$ cat src/rtl/reg_scoreboard.sv
// reg_scoreboard: per-register pending-write counters gating instruction issue on RAW hazards and WAW counter saturation.
module reg_scoreboard #(
  parameter int NUM_REGS  = 32,
  parameter int AW        = $clog2(NUM_REGS),
  parameter int NUM_SRC   = 2,
  parameter int NUM_WB    = 2,
  parameter int CNT_W     = 2,
  parameter int WB_BYPASS = 1
) (
  input  logic                           clk,
  input  logic                           reset,
  input  logic                           iss_valid,
  input  logic                           iss_dst_en,
  input  logic [AW-1:0]                  iss_dst,
  input  logic [NUM_SRC-1:0]             iss_src_en,
  input  logic [NUM_SRC-1:0][AW-1:0]     iss_src,
  output logic                           iss_ready,
  input  logic [NUM_WB-1:0]              wb_valid,
  input  logic [NUM_WB-1:0][AW-1:0]      wb_dst,
  input  logic                           flush,
  output logic                           busy,
  output logic                           err_underflow,
  output logic [15:0]                    stall_cycles
);
  localparam int SW = CNT_W + $clog2(NUM_WB + 1) + 1;
  localparam logic [CNT_W-1:0] CMAX = '1;
  logic [NUM_REGS-1:0][CNT_W-1:0] r_cnt;
  logic [NUM_REGS-1:0][CNT_W-1:0] w_nxt;
  logic [NUM_REGS-1:0][SW-1:0]    w_dec;
  logic [NUM_REGS-1:0]            w_wbz;
  logic [SW-1:0]                  w_sum;
  logic                           w_haz, w_waw, w_fire, w_uf;
  logic                           r_err;
  logic [15:0]                    r_stall;
  always_comb begin
    for (int r = 0; r < NUM_REGS; r++) begin
      w_dec[r] = '0;
      for (int p = 0; p < NUM_WB; p++)
        w_dec[r] = w_dec[r] + SW'(wb_valid[p] && wb_dst[p] == AW'(r));
      w_wbz[r] = w_dec[r] >= SW'(r_cnt[r]);
    end
  end
  // The bypass looks only at writebacks, so readiness never depends on this cycle's issue.
  always_comb begin
    w_haz = 1'b0;
    for (int i = 0; i < NUM_SRC; i++)
      if (iss_src_en[i] && iss_src[i] != '0 && r_cnt[iss_src[i]] != '0 &&
          !((WB_BYPASS != 0) && w_wbz[iss_src[i]]))
        w_haz = 1'b1;
    w_waw = iss_dst_en && iss_dst != '0 && r_cnt[iss_dst] == CMAX && w_dec[iss_dst] == '0;
    iss_ready = !flush && !w_haz && !w_waw;
  end
  always_comb begin
    w_fire = iss_valid && iss_ready;
    w_uf = 1'b0;
    w_sum = '0;
    w_nxt[0] = '0;
    for (int r = 1; r < NUM_REGS; r++) begin
      w_sum = SW'(r_cnt[r]) + SW'(w_fire && iss_dst_en && iss_dst == AW'(r));
      w_nxt[r] = w_dec[r] > w_sum ? '0 : CNT_W'(w_sum - w_dec[r]);
      w_uf = w_uf || w_dec[r] > w_sum;
    end
  end
  always_ff @(posedge clk or negedge reset) begin
    if (!reset) begin
      r_cnt <= '0;
      r_err <= 1'b0;
      r_stall <= '0;
    end else begin
      r_cnt <= flush ? '0 : w_nxt;
      if (!flush && w_uf) r_err <= 1'b1;
      if (iss_valid && !iss_ready && ~&r_stall) r_stall <= r_stall + 16'd1;
    end
  end
  assign busy = |r_cnt;
  assign err_underflow = r_err;
  assign stall_cycles = r_stall;
endmodule
$ cat config.mk
export PLATFORM = sky130hd
export DESIGN_NAME = reg_scoreboard
export DESIGN_NICKNAME = d
export VERILOG_FILES = /design/src/rtl/reg_scoreboard.sv
export SDC_FILE = /design/constraint.sdc
export NUM_CORES = 1
export LEC_CHECK = 0
export ABC_CLOCK_PERIOD_IN_PS = 5800
export BUFFER_PORTS_ARGS = -buffer_cell sky130_fd_sc_hd__buf_2
export CAP_MARGIN = 20
export CORE_MARGIN = 2
export CORE_UTILIZATION = 55
export CTS_BUF_LIST = sky130_fd_sc_hd__clkbuf_4
export DETAILED_ROUTE_END_ITERATION = 10
export PLACE_DENSITY_LB_ADDON = 0.2
export SYNTH_ARGS = -nofsm -noshare
export SYNTH_HDL_FRONTEND = slang
export SYNTH_SLANG_ARGS = --single-unit
$ cat constraint.sdc
create_clock -name clk -period 5.8 [get_ports clk]
set_input_delay 0.58 -clock clk [delete_from_list [all_inputs] [get_ports clk]]
set_output_delay 0.58 -clock clk [all_outputs]
set_load 0.02 [all_outputs]
==> results.txt, run 1 <==
Async SR Flop Fraction -> 100%
total of max-cap violations -> 0
IO Count -> 53
initial DRC count -> 1240
Max Fclk -> 178 MHz
Yosys top cell area share -> 25.5%
Setup crit start kind -> input pin
status -> complete, no violations
Least-Margin Pin Slew -> 0.794 ns
chip height -> 144 µm
clk_lat worst skew -> 0.51 ns
most frequent cell on the critical path -> ha_1
max incr delay on CP -> 0.49 ns
# setup viols final -> 0
Seq/Total Area, Yosys -> 18.2%
Unique masters post-synth -> 67
area leader, netlist -> ha_1
num rows -> 51
DR vias/cell -> 6.03
final number of max-transition violations -> 0
pre-CTS WS -> -0.736 ns
routed vias -> 11586
worst endpoint data arrival time -> 6.01 ns
first-pass GRT wire length -> 60200 µm
GRT Residual Overflow -> 0
Clock Skew -> 0.0371 ns
1st-pass router iterations -> 6
DP HPWL -> 31500 µm
setup TNS -> 0 ns
layout cells sized above 1 -> 25.5%
Die X -> 144 µm
htree depth -> 3
CTS Root Cell -> clkbuf_4
largest cells by area after synthesis -> ha_1 (25%), dfrtp_1 (18%), nor2_1 (5.9%)
utilization after layout -> 70.7%
Synth Area per Inst -> 8.06 µm²
Clock transition at path regs -> 0.17 ns
Max Root-Sink Buffers -> 2
vias in the first global route -> 11058
initial antenna violation count -> 1
dpl cells -> 1899
Tmin final -> 5.62 ns
total track usage -> 37.9%
CTS Sinks -> 79
routability cong. -> 1.07
Setup WS post-layout -> 0.177 ns
kind of critical path -> in2reg
number of synthesized flops with an enable pin -> 0
Slew HR -> 47.1%
Post-Syn Instances -> 1347
Port-buffer cells -> 52
# fillers -> 1639
Worst setup EP type -> flip-flop
Seq cells post-synth -> 79
largest vdd supply drop -> 80.4 µV
Hold WC Path Type -> in2async
Hold Vio Cnt, Final -> 0
routed wire length -> 39300 µm
CTS hold repair buffers -> 0
Starting Density -> 56.0%
Tcrit/Tclk final -> 96.9%
Crit-path slowest cell -> nor4_2
core area -> 19400 µm²
nets -> 1903
post-DR wirelength/cell -> 20.4 µm
CTS buffer count -> 9
leak pwr -> 6.73 nW
top-count cell post-synth -> ha_1
Max FO, Critical Path -> 8
Synth warnings -> 0
Post-synth top flop -> dfrtp_1
pin count of the biggest net entering global routing -> 80
CTS tree -> done
Syn Nets -> 1602
die area -> 20900 µm²
Post-synth top cells -> ha_1 (221), nor2_1 (170), inv_1 (117), dfrtp_1 (79), nor3_1 (71)
PwrDens -> 110 nW/µm²
Layout Cells excl Fill -> 1920
synthesized area -> 10900 µm²
Final ANT Viol Nets -> 0
Area growth syn-to-layout -> 26.3%
CP required -> 6.19 ns
DRC violation count after routing -> 0
[sequential cells by signal, indices dropped and copies added (netlist names)]
register / count
err_underflow: 1
r_cnt: 62
stall_cycles: 16
[power breakdown]
part           leakage (nW)  internal [mW]  switching, mW
clock network        0.0813          0.137          0.256
logic                  5.57          0.201          0.299
registers              1.08          0.577         0.0382
total                  6.73          0.915          0.593
[per-layer routing]
| layer | part of all wire, % | vias to the layer above | wire length, µm | GRT usage, % |
|---|---|---|---|---|
| met5 | 0 | - | 0 | 0 |
| met4 | 4.7 | 0 | 1830 | 16.8 |
| met3 | 9.5 | 141 | 3740 | 8.77 |
| met2 | 45 | 585 | 17500 | 60.7 |
| met1 | 41 | 5435 | 16200 | 48.8 |
| li1 | - | 5425 | - | - |
[layout by cell type, fill, tap and decap left out, types with 11 or more instances in the layout]
master    count
nand4_1      19
xnor2_1      39
ha_1        221
buf_2        51
a21boi_0     11
nor2_1      161
nor3_1       68
and4_1       12
inv_1       117
or2_2        12
nand3_1      40
o22ai_1      17
nand3b_1     18
a31oi_1      12
buf_4       280
dfrtp_1      79
o21ai_0      37
a21oi_1      60
nand2b_1     32
mux4_2       12
a211oi_1     19
nand2_1      57
o211ai_1     13
and3_1       20
xor2_1       41
o21bai_1     18
nor2b_1      29
[timing repair]
action | 4_1_cts | 5_1_grt
endpoints found under the hold margin | 0 | 0
pin swaps | 0 | 6
endpoints found under the setup margin | 1 | 2
gates resized for setup | 3 | 41
buffers inserted | 0 | 1
[worst max-delay path: cells and delay by family]
family                     cells  cell delay (ns)
adders and majority gates      4             0.97
and+or+nand+nor               11             2.25
muxes                          1             0.21
AOI/OAI and AO/OA              8             1.33
buffers and inverters          5             0.63
[final cells by class]
type | count | area (µm²) | share of cell area (%)
inverters | 121 | 454 | 3.31
repair buffers | 336 | 2460 | 17.9
well taps | 265 | 332 | 2.42
flip-flops and latches | 79 | 1980 | 14.4
clock buffers | 9 | 67.6 | 0.493
multi-input cells | 1101 | 8340 | 60.8
clock inverters | 7 | 78.8 | 0.575
diodes | 2 | 5.00 | 0.0365
[cells by family (layout without fill, tap and decap cells)]
| group | Yosys count | after routing | synth area share (%) |
|---|---|---|---|
| flip-flops | 79 | 79 | 18.2 |
| AO/OA/AOI/OAI | 258 | 258 | 15.6 |
| multiplexers | 20 | 20 | 3.27 |
| AND/OR/NAND/NOR | 521 | 521 | 24.6 |
| XOR/XNOR | 81 | 81 | 6.53 |
| other | 0 | 2 | 0 |
| buffers and inverters | 167 | 473 | 6.32 |
| adder cells (fa/ha/maj) | 221 | 221 | 25.5 |
[stage by stage]
| stage | cell area (µm²) | hold WS, ns | power, mW |
|---|---|---|---|
| 6_report | 13700 | 0.0215 | 1.51 |
| 5_1_grt | 13700 | 0.0423 | 1.57 |
| 4_1_cts | 13500 | 0.304 | 1.49 |
| 3_5_place_dp | 13400 | 0.472 | 1.10 |
| 3_3_place_gp | 13400 | 0.467 | 1.09 |
| 2_1_floorplan | 10900 | 0.284 | 0.867 |
[final timing paths]
path / cells after the start / startpoint / slack [ns] / end
worst max-delay path: 29 / wb_valid[0] / 0.18 / err_underflow
max in group asynchronous: 2 / reset / 5.13 / r_cnt[35]
min in group clk: 1 / stall_cycles[9] / 0.49 / stall_cycles[9]
worst min-delay path: 1 / reset / 0.02 / r_cnt[54]
worst max register to register: 21 / r_cnt[62] / 0.75 / err_underflow
worst min register to register: 1 / stall_cycles[9] / 0.49 / stall_cycles[9]
No activity file was read; power rests on OpenSTA's default activity.
==> run 2, diff against run 1 <==
ABC_AREA = 1   (was not set)
==> run 2 against run 1 <==
Against the previous run:
- synthesized area is 17% higher
- critical path depth rose by 8
- synthesized cell count increased by 58%
- non-clock buffer count down 230
- die area up 16%
- register-to-register slack better by 0.34 ns
- clock skew decreased by 0.0066 ns
- sequential share of layout area is essentially flat
==> results.txt, run 2 <==
Layout Cells excl Fill -> 2484
CTS buffer count -> 9
Setup crit start kind -> input pin
Register-to-Register Path Depth -> 30
Area growth syn-to-layout -> 8.25%
leak pwr -> 8.07 nW
area leader, netlist -> nand2_1
post-DR wirelength/cell -> 19.3 µm
Seq cells post-synth -> 79
# setup viols final -> 0
Tcrit/Tclk final -> 93.7%
routed wire length -> 48000 µm
Crit-path slowest cell -> nor4_4
met2 WL -> 20700 µm
R2R Path End -> err_underflow
Post-synth top flop -> dfrtp_1
metal3 WL -> 5070 µm
Worst setup EP type -> flip-flop
utilization after layout -> 60.7%
max reg flops -> 62
Hold Vio Cnt, Final -> 0
number of synthesized flops with an enable pin -> 0
vias in the first global route -> 13276
total of max-cap violations -> 0
Post-Syn Instances -> 2132
nets -> 2447
DP HPWL -> 38300 µm
Max FO, Critical Path -> 8
core area -> 22600 µm²
flop-to-flop setup slack -> 1.09 ns
GRT Residual Overflow -> 0
largest vdd supply drop -> 73.3 µV
Design Area, Final -> 13700 µm²
CTS Root Cell -> clkbuf_4
Yosys top cell area share -> 22.0%
Port-buffer cells -> 52
Unique masters post-synth -> 37
Placed Area -> 13500 µm²
Post-synth top cells -> nand2_1 (745), inv_1 (333), nor2_1 (241), ha_1 (221), nand3_1 (152)
Max Fclk -> 184 MHz
DR vias/cell -> 5.72
Least-Margin Pin Slew -> 0.782 ns
Starting Density -> 56.0%
htree depth -> 3
wl on met1 -> 20100 µm
Synth warnings -> 0
commonest cells after routing, fill and taps aside -> nand2_1 (745), inv_1 (333), nor2_1 (235)
Seq/Total Area, Yosys -> 15.6%
Worst R2R Start -> r_cnt[12]
routed vias -> 14203
pin count of the biggest net entering global routing -> 47
Clock transition at path regs -> 0.18 ns
setup TNS -> 0 ns
Syn Nets -> 2387
synthesized area -> 12700 µm²
Max Root-Sink Buffers -> 2
routability cong. -> 1.11
Final ANT Viol Nets -> 0
kind of critical path -> in2reg
IO Count -> 53
max incr delay on CP -> 0.40 ns
initial antenna violation count -> 3
total track usage -> 39.6%
CTS Sinks -> 79
Hold WC Path Type -> in2async
status -> complete, no violations
Tmin final -> 5.43 ns
initial DRC count -> 1611
most frequent cell on the critical path -> nand2_1
Power Total -> 1.63 mW
first-pass GRT wire length -> 73700 µm
CTS tree -> done
Max Used Layer -> met5
most common cell after layout, fill and taps aside -> nand2_1
Clock Skew -> 0.0306 ns
Synth Area per Inst -> 5.95 µm²
chip height -> 156 µm
die area -> 24300 µm²
layout cells sized above 1 -> 7.37%
1st-pass router iterations -> 6
CP required -> 6.22 ns
PwrDens -> 119 nW/µm²
most flop-heavy register -> r_cnt
worst endpoint data arrival time -> 5.85 ns
# fillers -> 2335
dpl cells -> 2465
num rows -> 55
final number of max-transition violations -> 0
Die X -> 156 µm
Async SR Flop Fraction -> 100%
largest cells by area after synthesis -> nand2_1 (22%), ha_1 (22%), dfrtp_1 (16%)
top-count cell post-synth -> nand2_1
clk_lat worst skew -> 0.50 ns
RSZ-0062 raised after global routing -> no
Slew HR -> 47.4%
DRC violation count after routing -> 0
==> run 2: how the worst max path moves through the flow <==
stage | startpoint | endpoint | slack [ns] | depth (start not counted)
finish | wb_dst[8] | err_underflow | 0.37 | 37
global route | wb_dst[8] | err_underflow | 0.04 | 39
CTS | wb_dst[1] | err_underflow | 0.02 | 37
detailed placement | wb_dst[1] | err_underflow | -0.50 | 37
global placement | wb_dst[1] | err_underflow | -0.54 | 37
floorplan | wb_dst[4] | err_underflow | 1.07 | 34
==> run 2: timing repair <==
| action | 4_1_cts | 5_1_grt |
|---|---|---|
| buffers inserted | 0 | 0 |
| gates resized for setup | 0 | 10 |
| hold buffers | 0 | 0 |
| setup endpoints to repair | 0 | 1 |
==> run 2: metal layers <==
layer  vias up  track usage, %
li1       6825               -
met1      6470            52.6
met2       750            63.0
met3       156            8.00
met4         2            16.1
met5         -               0
==> run 2: final cells by class <==
type                            count  area (µm²)  share of cell area (%)
Multi-Input combinational cell   1657        9220                    67.1
Sequential cell                    79        1980                    14.4
Inverter                          339        1270                    9.26
Timing Repair Buffer              106         754                    5.49
Tap cell                          285         357                    2.60
Clock inverter                      7        86.3                   0.629
Clock buffer                        9        67.6                   0.492
Antenna cell                        2        5.00                  0.0364
==> run 2: worst max-delay path: cells and delay by family <==
| family | cells | cell delay [ns] |
|---|---|---|
| adders and majority gates | 4 | 0.99 |
| and+or+nand+nor | 25 | 3.40 |
| buffers and inverters | 6 | 0.68 |
| AOI/OAI and AO/OA | 2 | 0.17 |
==> run 2: power breakdown <==
group | internal [mW] | switching, mW | total (mW)
Combinational | 0.192 | 0.415 | 0.607
Clock | 0.142 | 0.269 | 0.411
Sequential | 0.575 | 0.0381 | 0.614
==> run 2: stage by stage <==
| stage | setup slack [ns] | hold WS [ns] |
|---|---|---|
| 2_1_floorplan | 1.07 | 0.284 |
| 3_3_place_gp | -0.537 | 0.489 |
| 3_5_place_dp | -0.505 | 0.471 |
| 4_1_cts | 0.0243 | 0.0147 |
| 5_1_grt | 0.0449 | 0.0361 |
| 6_report | 0.367 | 0.0225 |
==> run 2: logic make-up after synthesis <==
logic type / synth area share [%]
AOI/OAI and AO/OA: 5.97
DFF: 15.6
xor gates and xnor gates: 2.90
adders and majority gates: 21.8
buffers and inverters: 12.1
and+or+nand+nor: 41.6
